`config.mk`:
```
export PLATFORM = sky130hd
export DESIGN_NAME = fft_out_serializer_flat
export DESIGN_NICKNAME = d
export VERILOG_FILES = /design/src/rtl/fft_pkg.sv /design/src/rtl/fft_out_serializer_if.sv /design/src/rtl/fft_frame_bank.sv /design/src/rtl/fft_out_serializer.sv /design/src/flat_wrapper.sv
export SDC_FILE = /design/constraint.sdc
export NUM_CORES = 1
export LEC_CHECK = 0
export CORE_UTILIZATION = 45
export DETAILED_ROUTE_END_ITERATION = 12
export PLACE_DENSITY_LB_ADDON = 0.12
export SLEW_MARGIN = 20
export SYNTH_ARGS = -nofsm -noshare
export SYNTH_HDL_FRONTEND = slang
export SYNTH_SLANG_ARGS = --single-unit
```
`constraint.sdc`:
```
create_clock -name clk -period 19 [get_ports clk]
set_clock_uncertainty 0.1 [all_clocks]
set_input_delay 3.8 -clock clk [delete_from_list [all_inputs] [get_ports clk]]
set_output_delay 3.8 -clock clk [all_outputs]
set_load 0.01 [all_outputs]
```
`src/rtl/fft_pkg.sv`:
```
// Shared definitions for the 16-point radix-2 DIF FFT datapath: sizes, complex word
// packing, index bit reversal and the twiddle table used by the butterfly stages.
package fft_pkg;

    localparam int unsigned FFT_DW    = 16;
    localparam int unsigned FFT_NPT   = 16;
    localparam int unsigned FFT_LOG2N = 4;
    localparam int unsigned FFT_CW    = 2 * FFT_DW;

    typedef struct packed {
        logic signed [FFT_DW-1:0] re;
        logic signed [FFT_DW-1:0] im;
    } cplx_t;

    function automatic logic [FFT_CW-1:0] cplx_pack(input logic [FFT_DW-1:0] re,
                                                    input logic [FFT_DW-1:0] im);
        return {re, im};
    endfunction

    function automatic logic [FFT_DW-1:0] cplx_re(input logic [FFT_CW-1:0] w);
        return w[FFT_CW-1:FFT_DW];
    endfunction

    function automatic logic [FFT_DW-1:0] cplx_im(input logic [FFT_CW-1:0] w);
        return w[FFT_DW-1:0];
    endfunction

    function automatic logic [FFT_LOG2N-1:0] bitrev4(input logic [FFT_LOG2N-1:0] k);
        return {k[0], k[1], k[2], k[3]};
    endfunction

    // W16^k = cos(2*pi*k/16) - j*sin(2*pi*k/16), Q1.15
    localparam cplx_t W0 = '{re:  16'sd32767, im:  16'sd0};
    localparam cplx_t W1 = '{re:  16'sd30274, im: -16'sd12540};
    localparam cplx_t W2 = '{re:  16'sd23170, im: -16'sd23170};
    localparam cplx_t W3 = '{re:  16'sd12540, im: -16'sd30274};
    localparam cplx_t W4 = '{re:  16'sd0,     im: -16'sd32767};
    localparam cplx_t W5 = '{re: -16'sd12540, im: -16'sd30274};
    localparam cplx_t W6 = '{re: -16'sd23170, im: -16'sd23170};
    localparam cplx_t W7 = '{re: -16'sd30274, im: -16'sd12540};

endpackage

```
`src/rtl/fft_out_serializer_if.sv`:
```
// Frame-in / bin-out handshake bundle of the FFT output serializer.
interface fft_out_serializer_if #(
    parameter int unsigned DW  = fft_pkg::FFT_DW,
    parameter int unsigned NPT = fft_pkg::FFT_NPT
);
    localparam int unsigned CW = 2 * DW;
    localparam int unsigned AW = fft_pkg::FFT_LOG2N;

    logic              in_valid;
    logic              in_ready;
    logic [NPT*CW-1:0] frame_in;
    logic              out_valid;
    logic              out_ready;
    logic [DW-1:0]     out_re;
    logic [DW-1:0]     out_im;
    logic [AW-1:0]     out_idx;
    logic              frame_done;

    modport master (
        output in_valid, frame_in, out_ready,
        input  in_ready, out_valid, out_re, out_im, out_idx, frame_done
    );

    modport slave (
        input  in_valid, frame_in, out_ready,
        output in_ready, out_valid, out_re, out_im, out_idx, frame_done
    );
endinterface

```
`src/rtl/fft_frame_bank.sv`:
```
// One frame of storage: all words written in a single cycle, one word read by address.
module fft_frame_bank
    import fft_pkg::*;
#(
    parameter int unsigned CW  = FFT_CW,
    parameter int unsigned NPT = FFT_NPT,
    parameter int unsigned AW  = FFT_LOG2N
) (
    input  logic              clk,
    input  logic              we,
    input  logic [NPT*CW-1:0] wdata,
    input  logic [AW-1:0]     raddr,
    output logic [CW-1:0]     rdata
);

    logic [CW-1:0] mem [NPT];

    // Contents are only read once the bank is marked full, so no reset is needed.
    always_ff @(posedge clk) begin
        if (we) begin
            for (int p = 0; p < int'(NPT); p++) begin
                mem[p] <= wdata[p*CW +: CW];
            end
        end
    end

    assign rdata = mem[raddr];

endmodule

```
`src/rtl/fft_out_serializer.sv`:
```
// Ping-pong frame buffer that streams a 16-point FFT frame one bin per cycle,
// undoing the bit-reversed order produced by the DIF stages.
module fft_out_serializer
    import fft_pkg::*;
#(
    parameter int unsigned DW     = FFT_DW,
    parameter int unsigned NPT    = FFT_NPT,
    parameter bit          BITREV = 1'b1
) (
    input  logic                 clk,
    input  logic                 rst,
    fft_out_serializer_if.slave  bus
);

    localparam int unsigned CW = 2 * DW;
    localparam int unsigned AW = FFT_LOG2N;

    typedef enum logic {
        RD_IDLE,
        RD_SEND
    } rd_state_t;

    rd_state_t     state, state_d;
    logic [1:0]    bank_full, full_d;
    logic          wr_sel, wr_sel_d;
    logic          rd_sel, rd_sel_d;
    logic [AW-1:0] cnt, cnt_d;

    logic          in_ready_q;
    logic          frame_done_q;
    logic [DW-1:0] out_re_q;
    logic [DW-1:0] out_im_q;
    logic [AW-1:0] out_idx_q;

    logic          accept;
    logic          hs;
    logic          last_hs;
    logic [1:0]    bank_we;
    logic [AW-1:0] rd_addr;
    logic [CW-1:0] bank_rdata [2];
    logic [CW-1:0] word_d;

    for (genvar b = 0; b < 2; b++) begin : g_bank
        fft_frame_bank #(
            .CW  (CW),
            .NPT (NPT),
            .AW  (AW)
        ) u_bank (
            .clk   (clk),
            .we    (bank_we[b]),
            .wdata (bus.frame_in),
            .raddr (rd_addr),
            .rdata (bank_rdata[b])
        );
    end

    // Next-state view: outputs are registered from what the pointers will be after this edge.
    always_comb begin
        accept  = bus.in_valid & in_ready_q;
        hs      = (state == RD_SEND) & bus.out_ready;
        last_hs = hs & (cnt == AW'(NPT - 1));

        bank_we = 2'b00;
        full_d  = bank_full;
        if (accept) begin
            bank_we[wr_sel] = 1'b1;
            full_d[wr_sel]  = 1'b1;
        end
        if (last_hs) begin
            full_d[rd_sel] = 1'b0;
        end

        wr_sel_d = wr_sel ^ accept;
        rd_sel_d = rd_sel ^ last_hs;
        cnt_d    = hs ? cnt + AW'(1) : cnt;
        state_d  = full_d[rd_sel_d] ? RD_SEND : RD_IDLE;

        rd_addr = BITREV ? bitrev4(cnt_d) : cnt_d;

        // A bank written on this edge is not readable yet; take its word straight from the bus.
        if (accept && (wr_sel == rd_sel_d)) begin
            word_d = bus.frame_in[32'(rd_addr) * CW +: CW];
        end else begin
            word_d = bank_rdata[rd_sel_d];
        end
    end

    always_ff @(posedge clk or posedge rst) begin
        if (rst) begin
            state        <= RD_IDLE;
            bank_full    <= 2'b00;
            wr_sel       <= 1'b0;
            rd_sel       <= 1'b0;
            cnt          <= '0;
            in_ready_q   <= 1'b1;
            frame_done_q <= 1'b0;
            out_re_q     <= '0;
            out_im_q     <= '0;
            out_idx_q    <= '0;
        end else begin
            state        <= state_d;
            bank_full    <= full_d;
            wr_sel       <= wr_sel_d;
            rd_sel       <= rd_sel_d;
            cnt          <= cnt_d;
            in_ready_q   <= ~full_d[wr_sel_d];
            frame_done_q <= last_hs;
            if (state_d == RD_SEND) begin
                out_re_q  <= word_d[CW-1:DW];
                out_im_q  <= word_d[DW-1:0];
                out_idx_q <= cnt_d;
            end else begin
                out_re_q  <= '0;
                out_im_q  <= '0;
                out_idx_q <= '0;
            end
        end
    end

    assign bus.in_ready   = in_ready_q;
    assign bus.out_valid  = (state == RD_SEND);
    assign bus.out_re     = out_re_q;
    assign bus.out_im     = out_im_q;
    assign bus.out_idx    = out_idx_q;
    assign bus.frame_done = frame_done_q;

endmodule

```
`src/flat_wrapper.sv`:
```
// flat-port wrapper written by rule: the top's interface ports become plain ports
module fft_out_serializer_flat import fft_pkg::*;
#(
    parameter int unsigned DW     = FFT_DW,
    parameter int unsigned NPT    = FFT_NPT,
    parameter bit          BITREV = 1'b1
)
  (clk, rst, bus_in_valid, bus_frame_in, bus_out_ready, bus_in_ready, bus_out_valid, bus_out_re, bus_out_im, bus_out_idx, bus_frame_done);
  fft_out_serializer_if #(.DW(DW), .NPT(NPT)) bus_i ();
  input  logic clk;
  input  logic rst;
  input wire logic [$bits(bus_i.in_valid)-1:0] bus_in_valid;
  input wire logic [$bits(bus_i.frame_in)-1:0] bus_frame_in;
  input wire logic [$bits(bus_i.out_ready)-1:0] bus_out_ready;
  output wire logic [$bits(bus_i.in_ready)-1:0] bus_in_ready;
  output wire logic [$bits(bus_i.out_valid)-1:0] bus_out_valid;
  output wire logic [$bits(bus_i.out_re)-1:0] bus_out_re;
  output wire logic [$bits(bus_i.out_im)-1:0] bus_out_im;
  output wire logic [$bits(bus_i.out_idx)-1:0] bus_out_idx;
  output wire logic [$bits(bus_i.frame_done)-1:0] bus_frame_done;
  assign bus_i.in_valid = bus_in_valid;
  assign bus_i.frame_in = bus_frame_in;
  assign bus_i.out_ready = bus_out_ready;
  assign bus_in_ready = bus_i.in_ready;
  assign bus_out_valid = bus_i.out_valid;
  assign bus_out_re = bus_i.out_re;
  assign bus_out_im = bus_i.out_im;
  assign bus_out_idx = bus_i.out_idx;
  assign bus_frame_done = bus_i.frame_done;
  fft_out_serializer #(.DW(DW), .NPT(NPT), .BITREV(BITREV)) u_core (.clk(clk), .rst(rst), .bus(bus_i));
endmodule
```
# Word-level counts from Yosys, hierarchy flattened
# Memories as Yosys holds them, arrays and structs flattened.
# Index checks and enable logic that the tools add are counted.
[totals] register_bits=47 word_cells=60 memories=2 ramBits=1024 rom_bits=0 latch_bits=0
[op_classes] shift=1 n_lt_le_gt_ge=7 add_sub_neg=1 n_eq_ne=2 n_reduce_logical=3 n_mul=0 muxes=24 div=0 n_bitwise=10
[mem_list] name="u_core.g_bank[0].u_bank.mem" depth=16 width=32 read_ports=1 rd_clocked_by_memory_dff=0 wr=16 line="fft_frame_bank.sv:16" text="logic [CW-1:0] mem [NPT];"
[mem_list] name="u_core.g_bank[1].u_bank.mem" depth=16 width=32 read_ports=1 rd_clocked_by_memory_dff=0 wr=16 line="fft_frame_bank.sv:16"
[op_table] op="$shiftx A512 B10 Y32" count=1
[op_table] op="$mux W32" count=4
[op_table] op="$mux W16" count=2
[op_table] op="$mux W1" count=11
[op_table] op="$lt A1 B2 Y1 const B" count=4
[op_table] op="$mux W4" count=2
[op_table] op="$mux W2" count=3
[op_table] op="$add A4 B1 Y4 const B" count=1
[op_table] op="$eq A4 B4 Y1 const B" count=1
[op_table] op="$and A1 B1 Y1" count=3
[op_table] op="$logic_and A1 B1 Y1" count=3
[op_table] op="$and A2 B2 Y2" count=1
[op_table] op="$demux W1 S1" count=2
[op_table] op="$ge A1 B1 Y1 const B" count=2
[op_table] op="$ge A2 B2 Y1 const B" count=1
[op_table] op="$not A1 Y2" count=1
[op_table] op="$not A2 Y2" count=1
[op_table] op="$or A2 B2 Y2" count=1
[op_table] op="$xor A1 B1 Y1" count=2
[op_table] op="$eq A1 B1 Y1" count=1
[op_table] op="$not A1 Y1" count=1

# Longest topological paths before layout
# Gate-level depths: netlist of run 1.
[logic_depth] depth_word=12 ltp_mapped=13 depth_no_buf=10

# Cells and area by module
# From an unflattened synthesis of run 1, not the netlist that was laid out.
[unflattened] cells_unflattened=2130 area_unflattened_um2=44466.4
[modules_own_cells] module="fft_frame_bank" instances=2 area_each_um2=19103.3 cells_each=783
[modules_own_cells] module="fft_out_serializer" instances=1 area_each_um2=6259.8 cells_each=564

# Worst setup path before layout of run 1
# Ideal clock, no wire load.
[synth_timing] path_type="input to register" from="input bus_in_valid" to="memory u_core.g_bank[0].u_bank.mem[0][0] (netlist bit), enable pin" stages=3 path_slack_ns=2.291 arrival_time_ns=15.662 path_cell_list="nand2_1 -> inv_1 -> ha_1"
[synth_lines] element="start, declared" line="flat_wrapper.sv:12" text="input wire logic [$bits(bus_i.in_valid)-1:0] bus_in_valid;"
[synth_lines] element="end, declared" line="fft_frame_bank.sv:16"

# Worst setup path in the final report of run 1
[layout_timing] from="input bus_out_ready" to="register u_core.out_im_q[12], in the netlist u_core.bus.out_im[12]"
[layout_between] elab_chain_cells=9
[layout_lines] element="start, declared" line="flat_wrapper.sv:14" text="input wire logic [$bits(bus_i.out_ready)-1:0] bus_out_ready;"
[layout_lines] element="$and A1 B1 Y1 (*)" line="fft_out_serializer.sv:60" text="hs = (state == RD_SEND) & bus.out_ready;"
[layout_lines] element="parallel branches: the longest is 7 deep, another holds $shiftx A512 B10 Y32"
[layout_lines] element="$mux W16 (*)" line="fft_out_serializer.sv:108" text="if (state_d == RD_SEND) begin"
[layout_lines] element="end signal, assigned" line="fft_out_serializer.sv:110" text="out_im_q <= word_d[DW-1:0];"
[layout_lines] element="end, declared" line="fft_out_serializer.sv:32" text="logic [DW-1:0] out_im_q;"
# Mark *: on every way between the ends. The select of a mux whose other input is x is not followed.

==> metrics list, run 1 <==
- Power per cell area: 159 nW/um^2
- Detail-routed via count per cell: 5.76
- Wire length per cell after detailed routing: 25.5 um
- Placed cell count: 5614
* Remaining design rule violation count: 0
* Synthesized area divided by synthesized cell count: 11.8 um^2
* Pin count of the biggest net entering global routing: 205
* Count of cells resized by post-cts repair: 0
- Yosys mapped the design onto 45 distinct sky130hd cell types.
- Cell area after synthesis: 46200 um^2
* Largest family of logic cells by synthesized area: simple AND/OR/NAND/NOR gates
* CTS root buf: clkbuf_16
- After Yosys synthesis, and, or, nand and nor cells account for 17.6% of the synthesized area.
* Worst Setup Start Kind: input pin
* Number of max-slew violations in the final report: 0
* Number of buffers and inverters on the critical path: 4
- Die area: 104000 um^2
* Horizontal extent of the die: 322 um
- Post-Syn Nets: 4433
- TritonCTS built the clock tree.
- The pre-antenna-repair detailed-routing pass consisted of 5 iterations.
- Total global routing overflow: 0
- Worst Path Class, Setup: input pin to register
- Number of global-route vias before repair: 32400
- Walking the worst path, the cells encountered are clkdlybuf4s50_1 > and3_1 > xnor2_4 > inv_8 > buf_12 > buf_4 > mux2i_1 > mux2i_1 > a32oi_1 > o32ai_1 > a21o_1.
- Bufs on Longest Clock Path: 3
* Origin of the worst setup path: bus_out_ready
- In this run the tool buffered the top-level ports with 554 buffer cells.
* Leakage power figure: 20.2 nW
* Post-route clock period utilization: 42.3%
- Routability-driven placement finished with a final weighted congestion of 0.814.
- In this run the worst path has a maximum fanout of 196.
* Area delta synth->final: 22.7%
- In the final layout, the share of cells above drive strength 1 is 5.76%.
- Result of the run: finished clean
* Count of pins on the block boundary: 555
* Start point of the worst min-delay path: u_core.bank_full[0]
* Final hold vios: 0
* Standard-cell rows: 117
- Most common flop cell mapped by yosys: edfxtp_1
- Number of setup violations in the final report: 0
- Effective utilization at floorplan: 45.4%
- After layout, the worst setup slack is 10960 ps.
- Vertical die dimension: 322 um
* Gate count after technology mapping: 3914
- The final layout contains 4882 nets.
- The worst-case IR drop observed on VDD is 0.214 mV.
- Flip-flop and latch count after synthesis: 1071
- Clock-pin slew was measured on the worst setup and hold paths at 60 ps.
- The worst pin sits at a relative slew slack of 28.0%.
* Clock tree sinks: 1071
* Fin crit period: 8040 ps
- The library cells used most frequently in the layout, excluding fill and tap cells, are 1240 x nand2_1, 1024 x edfxtp_1, 554 x clkdlybuf4s50_1, 506 x nand3_1, 230 x a21oi_1.
- Critical register-to-register path startpoint: u_core.cnt[1]
- Yosys warns: 0
- Most common cell after layout, fill and taps aside: nand2_1
- Hold-fix buffers, CTS: 0
* Compound-gate portion of the synthesized area: 6.42%
* Worst slack after detailed placement: 10330 ps
- Kind of cell adding the most delay to the critical path: buffers and inverters
* Seq/Total Area, Yosys: 69.1%
* Global routing usage summed across all routing layers: 28.2%
- Number of vias in the routed layout: 33700
* Clock buffers created by TritonCTS: 115
- Timing would allow up to 124 MHz.
* Clock Latency Late Sink: 700 ps
- XOR/XNOR Fraction of Synth Area: 0.201%
- Crit path DAT: 8530 ps
- Initial antenna violation count: 40
* Maximum level of the CTS H-tree: 3
* Actual transition at the worst max-transition pin: 1080 ps
- Routed Wire Length: 149000 um
* Post-CTS repair timing setup buffer count: 0
* Core Footprint: 102000 um^2
- Post-Synth Adder-Cell Area: 0.0813%
- The worst hold path belongs to the class register to register.
- Global-route wire length before repair: 214000 um
- STA puts the critical path data required time at 19500 ps.
- Setup repair after global routing missed its margin: no
- Number of routed nets with antenna violations: 0
- The worst setup path is captured at a register.
- Starting DRT DRC Count: 4092
- Portion of netlist area occupied by mux cells: 3.78%
- Critical path's largest stage delay: 860 ps
- Final cell count without fillers: 5846
* Number of maximum-capacitance violations: 0
* Most Frequent Cell on Critical Path: mux2i_1
- Counting flops with an async set or reset pin after synthesis yields a share of 4.39%.
* Dpl hpwl: 89800 um
* Number of synthesized flops with an enable pin: 1024
- Across all hold checks on the routed design, the worst slack comes to 461 ps.
- On the critical path, the stage with the largest delay is an instance of buf_4.
- Summed over all failing endpoints, the final setup total negative slack is 0 ps.
final cells by class:
class	instances	area [um^2]
antenna	15	37.5
timing repair buffer	604	6010
tap	1368	1710
multi-input combinational	2560	13200
clock buffer	168	3290
clock inverter	49	455
sequential	1071	31900
fill	8582	45100
inverter	11	62.6
per-layer routing:
metal | track usage [%] | share of wire (%) | wire length, um
met4 | 8.85 | 3.1 | 4610
met1 | 38.1 | 40 | 59900
met5 | 0 | 0.22 | 327
met2 | 45.6 | 48 | 70900
met3 | 5.98 | 9.0 | 13400
sequential cells by signal (all words and copies together) (netlist names):
| name | flops |
|---|---|
| u_core.bus.out_im | 16 |
| u_core.rd_sel | 1 |
| u_core.bank_full | 2 |
| u_core.g_bank.u_bank.mem | 1024 |
| u_core.bus.frame_done | 1 |
| u_core.cnt | 4 |
| u_core.bus.out_valid | 1 |
| u_core.bus.out_re | 16 |
| u_core.bus.in_ready | 1 |
| u_core.wr_sel | 1 |
| u_core.bus.out_idx | 4 |
stage by stage:
step	utilization, %	power (mW)	area [um^2]
after floorplan	-	5.61	46200
after global placement	52.0	6.80	52900
after detailed placement	52.0	6.83	52900
after CTS	55.6	9.05	56600
after global routing	55.7	9.48	56600
final	55.7	9.03	56600
final timing paths:
| check | cells after the start | slack [ps] | endpoint |
|---|---|---|---|
| max | 11 | 10960 | u_core.bus.out_im[12] |
| min | 1 | 460 | u_core.bank_full[0] |
| max reg2reg | 11 | 13830 | u_core.bus.out_im[12] |
| min reg2reg | 1 | 460 | u_core.bank_full[0] |
| max in group asynchronous | 3 | 14290 | u_core.bus.out_im[9] |
| min in group asynchronous | 2 | 3330 | u_core.bus.out_re[9] |
cells by family (layout without fill, tap and decap cells):
group	Yosys count	after routing
simple gates	1941	1941
flops	1071	1071
compound gates	436	436
buf+inv	283	832
mux	174	174
xor+xnor	6	6
fa+ha+maj	3	3
other cells	0	15
synthesized netlist by cell type (6+ instances only):
library cell | number | area share, %
nor4_1 | 63 | 0.85
clkbuf_1 | 130 | 1.1
nand2b_1 | 9 | 0.12
mux2i_1 | 172 | 3.7
nor2_1 | 99 | 0.80
buf_4 | 19 | 0.31
o32ai_1 | 31 | 0.59
a32o_1 | 62 | 1.3
o221ai_1 | 31 | 0.59
nand3_1 | 511 | 5.5
buf_2 | 106 | 1.1
nand2_1 | 1245 | 10
a21o_1 | 31 | 0.50
edfxtp_1 | 1024 | 67
buf_1 | 17 | 0.14
a32oi_1 | 32 | 0.61
a21oi_1 | 231 | 2.5
inv_1 | 6 | 0.049
dfrtp_1 | 46 | 2.5
where the power goes:
part	internal, mW	leakage [nW]	switching (mW)
logic	1.23	8.54	2.64
registers	2.85	9.82	0.0787
clock network	1.29	1.84	0.931
total	5.37	20.2	3.65
Note: power is estimated with default switching activity, not from simulation.
==> run 2: changes to the inputs <==
- clock period: 19 -> 6.5 ns (I/O delays scaled with it)
==> run 2 against run 1 <==
Compared with the run above:
- die area unchanged
- final area up 0.49%
- clock power rose to 2.8 times the previous value
- largest power group unchanged
- highest routed layer unchanged
==> metrics list, run 2 (synthesis results as in run 1) <==
- The class of the tightest hold or removal check is register to register (unchanged).
* Hold-fix buffers, CTS: 0 (unchanged)
- Setup repair after global routing missed its margin: no (unchanged)
- Clock buffers created by TritonCTS: 113 (was 115)
- The setup slack at placement is 1410 ps (was 10330 ps).
* Commonest non-fill, non-tap cells in the layout: 1240 x nand2_1, 1024 x edfxtp_1, 554 x clkdlybuf4s50_1, 506 x nand3_1, 230 x a21oi_1 (unchanged)
- Max FFs per register: 1024 (unchanged)
* Cell area after placement: 53300 um^2 (was 52900 um^2)
* Count of cells resized by post-cts repair: 0 (unchanged)
* Number of global-route vias before repair: 32600 (was 32400)
- Global routing met2 resource utilization: 46.0% (was 45.6%)
- The number of I/O pins was 555 (unchanged).
- Number of vias in the routed layout: 33700 (about the same)
* Global routing usage summed across all routing layers: 28.3% (was 28.2%)
* Effective utilization at floorplan: 45.4% (unchanged)
- The final hold violation count was 0 (unchanged).
- The number of rows created at floorplan came to 117 (unchanged).
- Counting I/O delays and the setup requirement, the final critical path takes 4530 ps.
- The first-pass GRT wire length is 215000 um (was 214000 um).
* Final Core Density: 56.0% (was 55.7%)
- Number of routed nets with antenna violations: 0 (unchanged)
- Ratio of cells with drive above 1 in the final layout: 6.12% (was 5.76%)
- Die area: 104000 um^2 (unchanged)
- Based on the critical path, the design can be clocked at up to 221 MHz.
- The total DRC errors in the routed layout was 0 (unchanged).
- The number of setup buffers added after CTS was 0 (unchanged).
- TritonCTS clock tree: done (unchanged)
- Worst Path Class, Setup: input pin to register (unchanged)
* IO buf count: 554 (unchanged)
- Data required time at the worst endpoint: 7030 ps (was 19500 ps)
- The number of setup violations in the final report was 0 (unchanged).
- Sequence of cells on the critical path: clkdlybuf4s50_1 > nand2_1 > a21oi_4 > inv_8 > nand3_2 > buf_4 > o221ai_1 > nor4_1 > a21o_1 (was clkdlybuf4s50_1 > and3_1 > xnor2_4 > inv_8 > buf_12 > buf_4 > mux2i_1 > mux2i_1 > a32oi_1 > o32ai_1 > a21o_1).
- The most flop-heavy register is u_core.g_bank.u_bank.mem (unchanged).
* Max rail drop VDD: 0.554 mV (was 0.214 mV)
- The maximum fanout along the worst path is 100 (was 196).
- The die width was 322 um (unchanged).
- Detail-routed via count per cell: 5.74 (was 5.76)
- Initial antenna violation count: 36 (was 40)
- Met1 track utilization from global routing: 37.4% (was 38.1%)
- Design area: 56900 um^2 (was 56600 um^2)
- The arrival time of the worst setup path was 5060 ps (was 8530 ps).
* Number of max-slew violations in the final report: 0 (unchanged)
* Vertical die dimension: 322 um (unchanged)
- Routed Wire Length: 149000 um (about the same)
* CTS clk-pin slew, worst paths: 60 ps (about the same)
* Wire length per cell after detailed routing: 25.4 um (was 25.5 um)
* Pin count of the biggest net entering global routing: 199 (was 205)
* Fin nets: 4917 (was 4882)
* Starting DRT DRC Count: 3731 (was 4092)
* Maximum level of the CTS H-tree: 3 (unchanged)
- The most congested layer reported by global routing was met2 (unchanged).
* Depth of the worst register-to-register path: 10 (was 11)
* Total global routing overflow: 0 (unchanged)
- The power density over the cells came to 465 nW/um^2 (was 159 nW/um^2).
* Number of cells traversed by the worst hold path: 1 (unchanged)
- Number of maximum-capacitance violations: 0 (unchanged)
- The minimum setup slack in the final design is 1970 ps (was 10960 ps).
- Gpl congestion: 0.824 (was 0.814)
- Most common cell after layout, fill and taps aside: nand2_1 (unchanged)
- Leakage power figure: 20.4 nW (was 20.2 nW)
* Pre-antenna DRT Iters: 5 (unchanged)
* Clock tree sinks: 1071 (unchanged)
- Met3 layer usage reported by global route: 6.35% (was 5.98%)
- The standard cell core area came to 102000 um^2 (unchanged).
- The master cell of the clock root buffer was clkbuf_16 (unchanged).
* Type of destination of the critical path: register (unchanged)
- Standard cell with the maximum stage delay on the critical path: nand3_2 (was buf_4)
- The actual slew at the worst max-slew pin is 1210 ps (was 1080 ps).
- Result of the run: finished clean (unchanged).
- Critical path's largest stage delay: 670 ps (was 860 ps)
- Clock Latency Late Sink: 700 ps (about the same)
* Dpl hpwl: 95200 um (was 89800 um)
- The number of buffers between clock root and the deepest sink was 3 (unchanged).
- Area delta synth->final: 23.3% (was 22.7%)
* Worst relative slew slack: 19.1% (was 28.0%)
- Worst Setup Start Kind: input pin (unchanged)
- Post-route clock period utilization: 69.8%
run 2: final cells by class:
cell class,instances,area (um^2)
Antenna cell,14,35.0
Clock buffer,162,3150
Clock inverter,46,379
Fill cell,8560,44800
Inverter,11,62.6
Multi-Input combinational cell,2560,13200
Sequential cell,1071,31900
Tap cell,1368,1710
Timing Repair Buffer,641,6490
run 2: worst paths after layout:
kind	start	endpoint	slack, ps
max in group asynchronous	rst	u_core.bus.out_idx[2]	4220
min in group asynchronous	rst	u_core.bus.out_re[11]	940
max	bus_out_ready	u_core.bus.out_re[1]	1970
max reg2reg	u_core.cnt[2]	u_core.bus.out_re[14]	2250
min reg2reg	u_core.bank_full[0]	u_core.bank_full[0]	470
min	u_core.bank_full[0]	u_core.bank_full[0]	470
run 2: through the flow:
stage / cells / power [mW] / setup TNS (ps) / hold slack [ps]
2_1_floorplan: 3914 / 16.2 / -2083470 / 397
3_3_place_gp: 5650 / 20.2 / 0 / 424
3_5_place_dp: 5650 / 20.3 / 0 / 441
4_1_cts: 5858 / 26.5 / 0 / 455
5_1_grt: 5866 / 27.7 / 0 / 473
6_report: 5873 / 26.5 / 0 / 466
run 2: report_power, final:
group	switching [mW]	internal, mW
sequential	0.282	8.33
combinational	7.81	3.83
clock	2.67	3.55
total	10.8	15.7
run 2: routing by layer:
layer / up-vias / part of all wire (%)
li1: 15200 / -
met1: 16600 / 40
met2: 1512 / 48
met3: 304 / 8.7
met4: 48 / 3.1
met5: - / 0.20
run 2: worst max-delay path, delay by kind of cell:
kind | cells | cell delay (ps)
compound gates | 3 | 950
buf+inv | 3 | 1460
simple gates | 3 | 1190
